===== src/rtl/mmc_spi_master_if.sv =====
// Request/response and SPI pin bundle for mmc_spi_master.
// The master modport is the engine's view; slave is the controller/peripheral side.
interface mmc_spi_master_if;
  logic       spi_en;
  logic       spi_rd_wr;
  logic [4:0] spi_addr;
  logic [7:0] spi_data;
  logic       spi_done;
  logic [7:0] spi_rd_data;
  logic       spi_rd_valid;
  logic       spi_cs_n;
  logic       spi_sclk;
  logic       spi_mosi;
  logic       spi_miso;

  modport master (
    input  spi_en, spi_rd_wr, spi_addr, spi_data, spi_miso,
    output spi_done, spi_rd_data, spi_rd_valid, spi_cs_n, spi_sclk, spi_mosi
  );

  modport slave (
    output spi_en, spi_rd_wr, spi_addr, spi_data, spi_miso,
    input  spi_done, spi_rd_data, spi_rd_valid, spi_cs_n, spi_sclk, spi_mosi
  );
endinterface


===== src/rtl/mmc_spi_master.sv =====
// Single-register SPI mode-0 master: one 16-bit frame per request, level-ready
// spi_done back to the controller, one-cycle strobe on read completion.
module mmc_spi_master #(
  parameter int unsigned CLK_DIV = 4,
  parameter int unsigned CS_LEAD = 2,
  parameter int unsigned CS_LAG  = 2,
  parameter int unsigned CS_GAP  = 4
) (
  input  logic               sys_clk,
  input  logic               nrst,
  mmc_spi_master_if.master   bus
);
  localparam int unsigned DIV_W  = $clog2(CLK_DIV) + 1;
  localparam int unsigned PH_MAX = (CS_LEAD > CS_LAG) ? ((CS_LEAD > CS_GAP) ? CS_LEAD : CS_GAP)
                                                      : ((CS_LAG  > CS_GAP) ? CS_LAG  : CS_GAP);
  localparam int unsigned PH_W   = $clog2(PH_MAX) + 1;

  localparam logic [DIV_W-1:0] DIV_LAST  = DIV_W'(CLK_DIV - 1);
  localparam logic [PH_W-1:0]  LEAD_LAST = PH_W'(CS_LEAD - 1);
  localparam logic [PH_W-1:0]  LAG_LAST  = PH_W'(CS_LAG - 1);
  localparam logic [PH_W-1:0]  GAP_LAST  = PH_W'(CS_GAP - 1);

  localparam logic [2:0] S_IDLE  = 3'd0;
  localparam logic [2:0] S_LEAD  = 3'd1;
  localparam logic [2:0] S_SHIFT = 3'd2;
  localparam logic [2:0] S_LAG   = 3'd3;
  localparam logic [2:0] S_GAP   = 3'd4;

  logic [2:0]       state_q, state_d;
  logic [PH_W-1:0]  ph_q, ph_d;
  logic [DIV_W-1:0] div_q, div_d;
  logic [3:0]       bit_q, bit_d;
  logic [14:0]      tx_q, tx_d;
  logic [7:0]       rx_q, rx_d;
  logic             rd_q, rd_d;
  logic             cs_n_q, cs_n_d;
  logic             sclk_q, sclk_d;
  logic             mosi_q, mosi_d;
  logic             done_q, done_d;
  logic [7:0]       rd_data_q, rd_data_d;
  logic             rd_valid_q, rd_valid_d;

  always_comb begin
    state_d    = state_q;
    ph_d       = ph_q;
    div_d      = div_q;
    bit_d      = bit_q;
    tx_d       = tx_q;
    rx_d       = rx_q;
    rd_d       = rd_q;
    cs_n_d     = cs_n_q;
    sclk_d     = sclk_q;
    mosi_d     = mosi_q;
    done_d     = done_q;
    rd_data_d  = rd_data_q;
    rd_valid_d = 1'b0;

    case (state_q)
      S_IDLE: begin
        if (bus.spi_en) begin
          // Frame bit 15 goes straight to MOSI; tx holds the remaining 15 bits.
          tx_d    = {2'b00, bus.spi_addr, (bus.spi_rd_wr ? 8'h00 : bus.spi_data)};
          rd_d    = bus.spi_rd_wr;
          mosi_d  = bus.spi_rd_wr;
          cs_n_d  = 1'b0;
          done_d  = 1'b0;
          ph_d    = '0;
          state_d = S_LEAD;
        end
      end
      S_LEAD: begin
        if (ph_q == LEAD_LAST) begin
          ph_d    = '0;
          div_d   = '0;
          bit_d   = 4'd15;
          state_d = S_SHIFT;
        end else begin
          ph_d = ph_q + 1'b1;
        end
      end
      S_SHIFT: begin
        if (div_q == DIV_LAST) begin
          div_d = '0;
          if (!sclk_q) begin
            sclk_d = 1'b1;
            rx_d   = {rx_q[6:0], bus.spi_miso};
          end else begin
            sclk_d = 1'b0;
            if (bit_q == 4'd0) begin
              ph_d    = '0;
              state_d = S_LAG;
            end else begin
              bit_d  = bit_q - 4'd1;
              mosi_d = tx_q[14];
              tx_d   = {tx_q[13:0], 1'b0};
            end
          end
        end else begin
          div_d = div_q + 1'b1;
        end
      end
      S_LAG: begin
        if (ph_q == LAG_LAST) begin
          ph_d    = '0;
          cs_n_d  = 1'b1;
          state_d = S_GAP;
        end else begin
          ph_d = ph_q + 1'b1;
        end
      end
      S_GAP: begin
        if (ph_q == GAP_LAST) begin
          ph_d    = '0;
          done_d  = 1'b1;
          state_d = S_IDLE;
          if (rd_q) begin
            rd_data_d  = rx_q;
            rd_valid_d = 1'b1;
          end
        end else begin
          ph_d = ph_q + 1'b1;
        end
      end
      default: state_d = S_IDLE;
    endcase
  end

  always_ff @(posedge sys_clk or negedge nrst) begin
    if (!nrst) begin
      state_q    <= S_IDLE;
      ph_q       <= '0;
      div_q      <= '0;
      bit_q      <= '0;
      tx_q       <= '0;
      rx_q       <= '0;
      rd_q       <= 1'b0;
      cs_n_q     <= 1'b1;
      sclk_q     <= 1'b0;
      mosi_q     <= 1'b0;
      done_q     <= 1'b1;
      rd_data_q  <= '0;
      rd_valid_q <= 1'b0;
    end else begin
      state_q    <= state_d;
      ph_q       <= ph_d;
      div_q      <= div_d;
      bit_q      <= bit_d;
      tx_q       <= tx_d;
      rx_q       <= rx_d;
      rd_q       <= rd_d;
      cs_n_q     <= cs_n_d;
      sclk_q     <= sclk_d;
      mosi_q     <= mosi_d;
      done_q     <= done_d;
      rd_data_q  <= rd_data_d;
      rd_valid_q <= rd_valid_d;
    end
  end

  assign bus.spi_done     = done_q;
  assign bus.spi_rd_data  = rd_data_q;
  assign bus.spi_rd_valid = rd_valid_q;
  assign bus.spi_cs_n     = cs_n_q;
  assign bus.spi_sclk     = sclk_q;
  assign bus.spi_mosi     = mosi_q;
endmodule


===== src/flat_wrapper.sv =====
// flat-port wrapper written by rule: the top's interface ports become plain ports
module mmc_spi_master_flat 
#(
  parameter int unsigned CLK_DIV = 4,
  parameter int unsigned CS_LEAD = 2,
  parameter int unsigned CS_LAG  = 2,
  parameter int unsigned CS_GAP  = 4
)
  (sys_clk, nrst, bus_spi_en, bus_spi_rd_wr, bus_spi_addr, bus_spi_data, bus_spi_miso, bus_spi_done, bus_spi_rd_data, bus_spi_rd_valid, bus_spi_cs_n, bus_spi_sclk, bus_spi_mosi);
  mmc_spi_master_if bus_i ();
  input  logic sys_clk;
  input  logic nrst;
  input wire logic [$bits(bus_i.spi_en)-1:0] bus_spi_en;
  input wire logic [$bits(bus_i.spi_rd_wr)-1:0] bus_spi_rd_wr;
  input wire logic [$bits(bus_i.spi_addr)-1:0] bus_spi_addr;
  input wire logic [$bits(bus_i.spi_data)-1:0] bus_spi_data;
  input wire logic [$bits(bus_i.spi_miso)-1:0] bus_spi_miso;
  output wire logic [$bits(bus_i.spi_done)-1:0] bus_spi_done;
  output wire logic [$bits(bus_i.spi_rd_data)-1:0] bus_spi_rd_data;
  output wire logic [$bits(bus_i.spi_rd_valid)-1:0] bus_spi_rd_valid;
  output wire logic [$bits(bus_i.spi_cs_n)-1:0] bus_spi_cs_n;
  output wire logic [$bits(bus_i.spi_sclk)-1:0] bus_spi_sclk;
  output wire logic [$bits(bus_i.spi_mosi)-1:0] bus_spi_mosi;
  assign bus_i.spi_en = bus_spi_en;
  assign bus_i.spi_rd_wr = bus_spi_rd_wr;
  assign bus_i.spi_addr = bus_spi_addr;
  assign bus_i.spi_data = bus_spi_data;
  assign bus_i.spi_miso = bus_spi_miso;
  assign bus_spi_done = bus_i.spi_done;
  assign bus_spi_rd_data = bus_i.spi_rd_data;
  assign bus_spi_rd_valid = bus_i.spi_rd_valid;
  assign bus_spi_cs_n = bus_i.spi_cs_n;
  assign bus_spi_sclk = bus_i.spi_sclk;
  assign bus_spi_mosi = bus_i.spi_mosi;
  mmc_spi_master #(.CLK_DIV(CLK_DIV), .CS_LEAD(CS_LEAD), .CS_LAG(CS_LAG), .CS_GAP(CS_GAP)) u_core (.sys_clk(sys_clk), .nrst(nrst), .bus(bus_i));
endmodule

===== config.mk =====
export PLATFORM = sky130hd
export DESIGN_NAME = mmc_spi_master_flat
export DESIGN_NICKNAME = d
export VERILOG_FILES = /design/src/rtl/mmc_spi_master_if.sv /design/src/rtl/mmc_spi_master.sv /design/src/flat_wrapper.sv
export SDC_FILE = /design/constraint.sdc
export NUM_CORES = 1
export LEC_CHECK = 0
export ABC_AREA = 1
export CAP_MARGIN = 15
export CORE_MARGIN = 2
export CORE_UTILIZATION = 35
export DETAILED_ROUTE_END_ITERATION = 7
export RECOVER_POWER = 100
export SLEW_MARGIN = 10
export SYNTH_ARGS = -nofsm -noshare
export SYNTH_HDL_FRONTEND = slang
export SYNTH_SLANG_ARGS = --single-unit
export TNS_END_PERCENT = 1

===== constraint.sdc =====
create_clock -name sys_clk -period 1.4 [get_ports sys_clk]
set_clock_uncertainty 0.05 [all_clocks]
set_input_delay 0.21 -clock sys_clk [delete_from_list [all_inputs] [get_ports sys_clk]]
set_output_delay 0.21 -clock sys_clk [all_outputs]
set_load 0.01 [all_outputs]

# [Word-level counts from Yosys, hierarchy flattened]
# Index checks and enable logic that the tools add are counted.
# Widths: inputs -> output; s select.
[totals] in_bits=18 ff_bits=50
[op_classes] add_sub_neg=3 eq_ne=15 reduce_logical=19 mux=43 bitwise=1
[ops] operator="$mux 15" count=4
[ops] operator="$mux 3" count=15
[ops] operator="$pmux 15 s2" count=1
[ops] operator="$mux 4" count=4
[ops] operator="$pmux 3 s5" count=1
[ops] operator="$reduce_and 5->1" count=3
[ops] operator="$eq 3x2->1 const B" count=4
[ops] operator="$ne 2x1->1 const B" count=6
[ops] operator="$pmux 3 s4" count=1
[ops] operator="$reduce_and 3->1" count=4
[ops] operator="$mux 1" count=11
[ops] operator="$mux 8" count=1
[ops] operator="$pmux 4 s2" count=1
[ops] operator="$reduce_bool 2->1" count=4
[ops] operator="$reduce_and 7->1" count=1
[ops] operator="$add 3x1->3 const B" count=2
[ops] operator="$eq 3x1->1 const B" count=2
[ops] operator="$pmux 1 s2" count=3
[ops] operator="$pmux 3 s2" count=1
[ops] operator="$reduce_and 2->1" count=3
[ops] operator="$logic_not 4->1" count=1
[ops] operator="$ne 2x2->1 const B" count=2
[ops] operator="$reduce_bool 4->1" count=1
[ops] operator="$sub 4x1->4 const B" count=1
[ops] operator="4 further kinds" count=4

# [Longest topological paths before layout]
[logic_depth] ltp_word=5 mapped_depth=9

# [Worst setup path before layout]
# Ideal clock, no wire load.
[synth_timing] path_type="flip-flop to flip-flop" from="reg u_core.bit_q[0]" to="reg u_core.tx_q[3]" stages_incl_launch_ff=10 n_path_buf=1 slack_ns=-0.060 arrival_ns=1.293 synth_period_minus_slack_ns=1.460 path_cell_list="dfrtp_1 > inv_1 > ha_1 > nand2_1 > nor2_1 > o21ai_1 > nand2_2 > buf_4 > nand2_1 > nand2_1"
[synth_between] elab_chain_len=3
[synth_lines] item="from (decl)" line_no="mmc_spi_master.sv:32" rtl="logic [3:0] bit_q, bit_d;"
[synth_lines] item="from (signal assigned)" line_no="mmc_spi_master.sv:147" rtl="bit_q <= bit_d;"
[synth_lines] item="$logic_not 4->1" line_no="mmc_spi_master.sv:89" rtl="if (bit_q == 4'd0) begin"
[synth_lines] item="$ne 2x2->1 (no line)"
[synth_lines] item="$reduce_and 5->1 (no line)"
[synth_lines] item="to (signal assigned)" line_no="mmc_spi_master.sv:148" rtl="tx_q <= tx_d;"
[synth_lines] item="to (decl)" line_no="mmc_spi_master.sv:33" rtl="logic [14:0] tx_q, tx_d;"
# Every way passes these cells.
# A chain may end at the register's enable or synchronous reset.

# [Worst setup path after layout]
[layout_timing] from="reg u_core.bit_q[0]" to="reg u_core.mosi_q, in the netlist u_core.bus.spi_mosi"
[layout_between] elab_chain_len=3
[layout_lines] item="$logic_not 4->1" line_no="mmc_spi_master.sv:89"
[layout_lines] item="$ne 2x2->1 (no line)"
[layout_lines] item="$reduce_and 5->1 (no line)"
[layout_lines] item="to (signal assigned)" line_no="mmc_spi_master.sv:153" rtl="mosi_q <= mosi_d;"
[layout_lines] item="to (decl)" line_no="mmc_spi_master.sv:38" rtl="logic mosi_q, mosi_d;"
# Every way passes these cells.

==> impl_metrics.env <==
export IMPL_outcome="complete, no violations"
export IMPL_avgSynthCellArea_um2=8.06
export IMPL_area_growth_pct=31.9
export IMPL_min_path_type="reg2reg"
export IMPL_yosys_top_cells_area="dfrtp_1 (49%), nand2_1 (19%), nand3_1 (9.0%)"
export IMPL_placementRows=30
export IMPL_clkLatencyLatePin_ns=0.30
export IMPL_start_util_pct=36.2
export IMPL_clock_root_buffer="clkbuf_8"
export IMPL_synth_seq_area_share_pct=51.3
export IMPL_netlist_instances=303
export IMPL_cp_data_arrival_time_ns=1.54
export IMPL_clkPwrFrac_pct=35.9
export IMPL_grt_pass1_vias=2039
export IMPL_cp_start_kind="register"
export IMPL_grt_use_met2_pct=25.6
export IMPL_nets=385
export IMPL_slew_headroom_pct=54.4
export IMPL_via_per_inst=4.76
export IMPL_synth_area_leader_cell="dfrtp_1"
export IMPL_worst_pin_slew_ns=0.685
export IMPL_finalCritPeriodShare_pct=99.9
export IMPL_first_pass_iters=4
export IMPL_cts_sinks=50
export IMPL_synth_top_area_share_pct=49.2
export IMPL_grt_pass1_wl_um=9150
export IMPL_grtUsageMet3_pct=2.83
export IMPL_cp_end_kind="register"
export IMPL_antenna_found_initial=0
export IMPL_grtUsageMet1_pct=19.6
export IMPL_sw_frac_of_total_pct=21.6
export IMPL_hpwl_um=3750
export IMPL_hold_ws_ns=0.417
export IMPL_final_common_cell="nand2_1"
export IMPL_setup_viol=0
export IMPL_numCtsBuffers=5
export IMPL_routed_wl_um=5270
export IMPL_crit_chain="inv_2, ha_4, nand2_4, nor2_4, o21ai_4, nand2_2, buf_12, nand2_1, o21ai_1"
export IMPL_critical_path_buf_inv_count=2
export IMPL_worstPathMaxFanout=18
export IMPL_mostFrequentLayoutCells="nand2_1 (116), dfrtp_1 (46), nand3_1 (42)"
export IMPL_drt_iter0_drc=131
export IMPL_seqPwrFrac_pct=60.2
export IMPL_ir_drop_v=0.000479
export IMPL_vias=2105
export IMPL_grt_util_all_layers_pct=15.0
export IMPL_cts_setup_buffers=0
export IMPL_p_switching_mw=0.522
export IMPL_path_delay_family="flip-flops"
export IMPL_clock_path_buffers=2
export IMPL_dieArea_um2=7670
export IMPL_wire_per_inst_um=11.9
export IMPL_htreeDepth=2
export IMPL_yosysWarnings=0
export IMPL_hold_viol=0
export IMPL_drv_slew=0
export IMPL_critPathKind="reg2reg"
export IMPL_postRouteAntennaNets=0
export IMPL_dieHeight_um=87.6
export IMPL_grt_max_degree=51
export IMPL_power_density_nw_per_um2=751
export IMPL_finalCriticalPeriod_ns=1.40
export IMPL_fmax_mhz=715
export IMPL_fin_ws_ns=0.000703
export IMPL_combinationalPowerShare_pct=3.9
export IMPL_grt_setup_unrepaired="yes"
export IMPL_cts_clk_slew_worst_paths_ns=0.09
export IMPL_port_buffers=30
export IMPL_globalplace_congestion=0.777
export IMPL_synth_seq_cells=50
export IMPL_drc=0
export IMPL_design_core_area_um2=6760
export IMPL_synth_cell_types=24
export IMPL_critPathMaxStageDelay_ns=0.38
export IMPL_io_pins=31
export IMPL_fp_dieW_um=87.6
export IMPL_syn_nets=327
export IMPL_dp_slack_ns=-0.106
export IMPL_drive_gt1_share_pct=21.5
export IMPL_cap_viol_max_count=0
export IMPL_cp_required_ns=1.54
export IMPL_syn_area_um2=2440
export IMPL_cts_tree="built"
export IMPL_top_usage_layer="met2"
export IMPL_overflow=0
export IMPL_p_leak_nw=1.69
export IMPL_antenna_cells=0
export IMPL_cp_slowest_cell="dfrtp_1"
export IMPL_p_int_mw=1.90
## layer usage
layer	part of all wire (%)	routed length, µm
met1	45	2380
met2	52	2720
met3	2.6	137
met4	0.63	33
met5	0	0
## worst paths after layout
kind                                     start                  end  slack, ns  depth (start not counted)
max in group asynchronous                 nrst    u_core.state_q[1]       0.27                          3
min in group asynchronous                 nrst      u_core.bit_q[0]       0.53                          3
min reg2reg                u_core.bus.spi_cs_n  u_core.bus.spi_cs_n       0.42                          2
max                            u_core.bit_q[0]  u_core.bus.spi_mosi     0.0007                          9
min                        u_core.bus.spi_cs_n  u_core.bus.spi_cs_n       0.42                          2
max reg2reg                    u_core.bit_q[0]  u_core.bus.spi_mosi     0.0007                          9
## Yosys cell counts (all sizes together)
cell / count
buf: 10
nor2: 13
ha: 6
inv: 21
nand3: 44
dfrtp: 48
nand2: 127
nand4: 2
clkinv: 1
a21oi: 4
nand3b: 1
dfstp: 2
o21ai: 21
or2: 3
## layout make-up
class | count | area (µm²)
clock buffers | 6 | 82.6
clock inverters | 2 | 12.5
fillers | 681 | 3530
inverters | 22 | 82.6
multi-input cells | 221 | 1140
flip-flops and latches | 50 | 1260
well taps | 80 | 100
repair buffers | 61 | 546
## stage by stage
stage / area (µm²) / instances / setup TNS [ns] / utilization (%) / power [mW]
final: 3220 / 442 / 0 / 47.7 / 2.42
after global routing: 3220 / 442 / -2.46 / 47.7 / 2.54
after CTS: 3150 / 442 / -0.122 / 46.6 / 2.48
after detailed placement: 3030 / 433 / -1.70 / 44.9 / 1.59
after global placement: 3030 / 433 / -1.33 / 44.9 / 1.59
after floorplan: 2470 / 303 / 0 / - / 1.50
## power by group through the flow
stage	clock (mW)	combinational, mW	sequential, mW
6_report	0.869	0.0940	1.46
5_1_grt	0.971	0.106	1.46
4_1_cts	0.914	0.103	1.46
3_5_place_dp	0	0.101	1.49
3_3_place_gp	0	0.101	1.49
2_1_floorplan	0	0.0119	1.49
## logic make-up (layout without fill, tap and decap cells)
group / after synthesis / after routing / share of synthesized area [%]
adder cells (fa/ha/maj): 6 / 6 / 3.07
AO/OA/AOI/OAI: 25 / 25 / 5.58
AND/OR/NAND/NOR: 190 / 190 / 33.5
flip-flops: 50 / 50 / 51.3
buffers and inverters: 32 / 91 / 6.50
## worst register-to-register path, stage by stage (launching register included)
cell,delay (ns)
dfrtp_1,0.38
inv_2,0.06
ha_4,0.17
nand2_4,0.07
nor2_4,0.05
o21ai_4,0.16
nand2_2,0.08
buf_12,0.16
nand2_1,0.06
o21ai_1,0.06
## flip-flops by register name, indices dropped and copies added (netlist names)
name                     count
u_core.bus.spi_rd_valid      1
u_core.bus.spi_done          1
u_core.tx_q                 15
u_core.bus.spi_mosi          1
u_core.rx_q                  8
u_core.bus.spi_sclk          1
u_core.rd_q                  1
u_core.ph_q                  3
u_core.bit_q                 4
u_core.state_q               3
u_core.bus.spi_cs_n          1
u_core.bus.spi_rd_data       8
u_core.div_q                 3
## timing repair
item	4_1_cts	5_1_grt
hold endpoints to repair	48	0
gates resized for setup	21	28
hold buffers	1	0
pin swaps	2	3
setup endpoints to repair	45	40
Note: power is estimated with default switching activity, not from simulation.
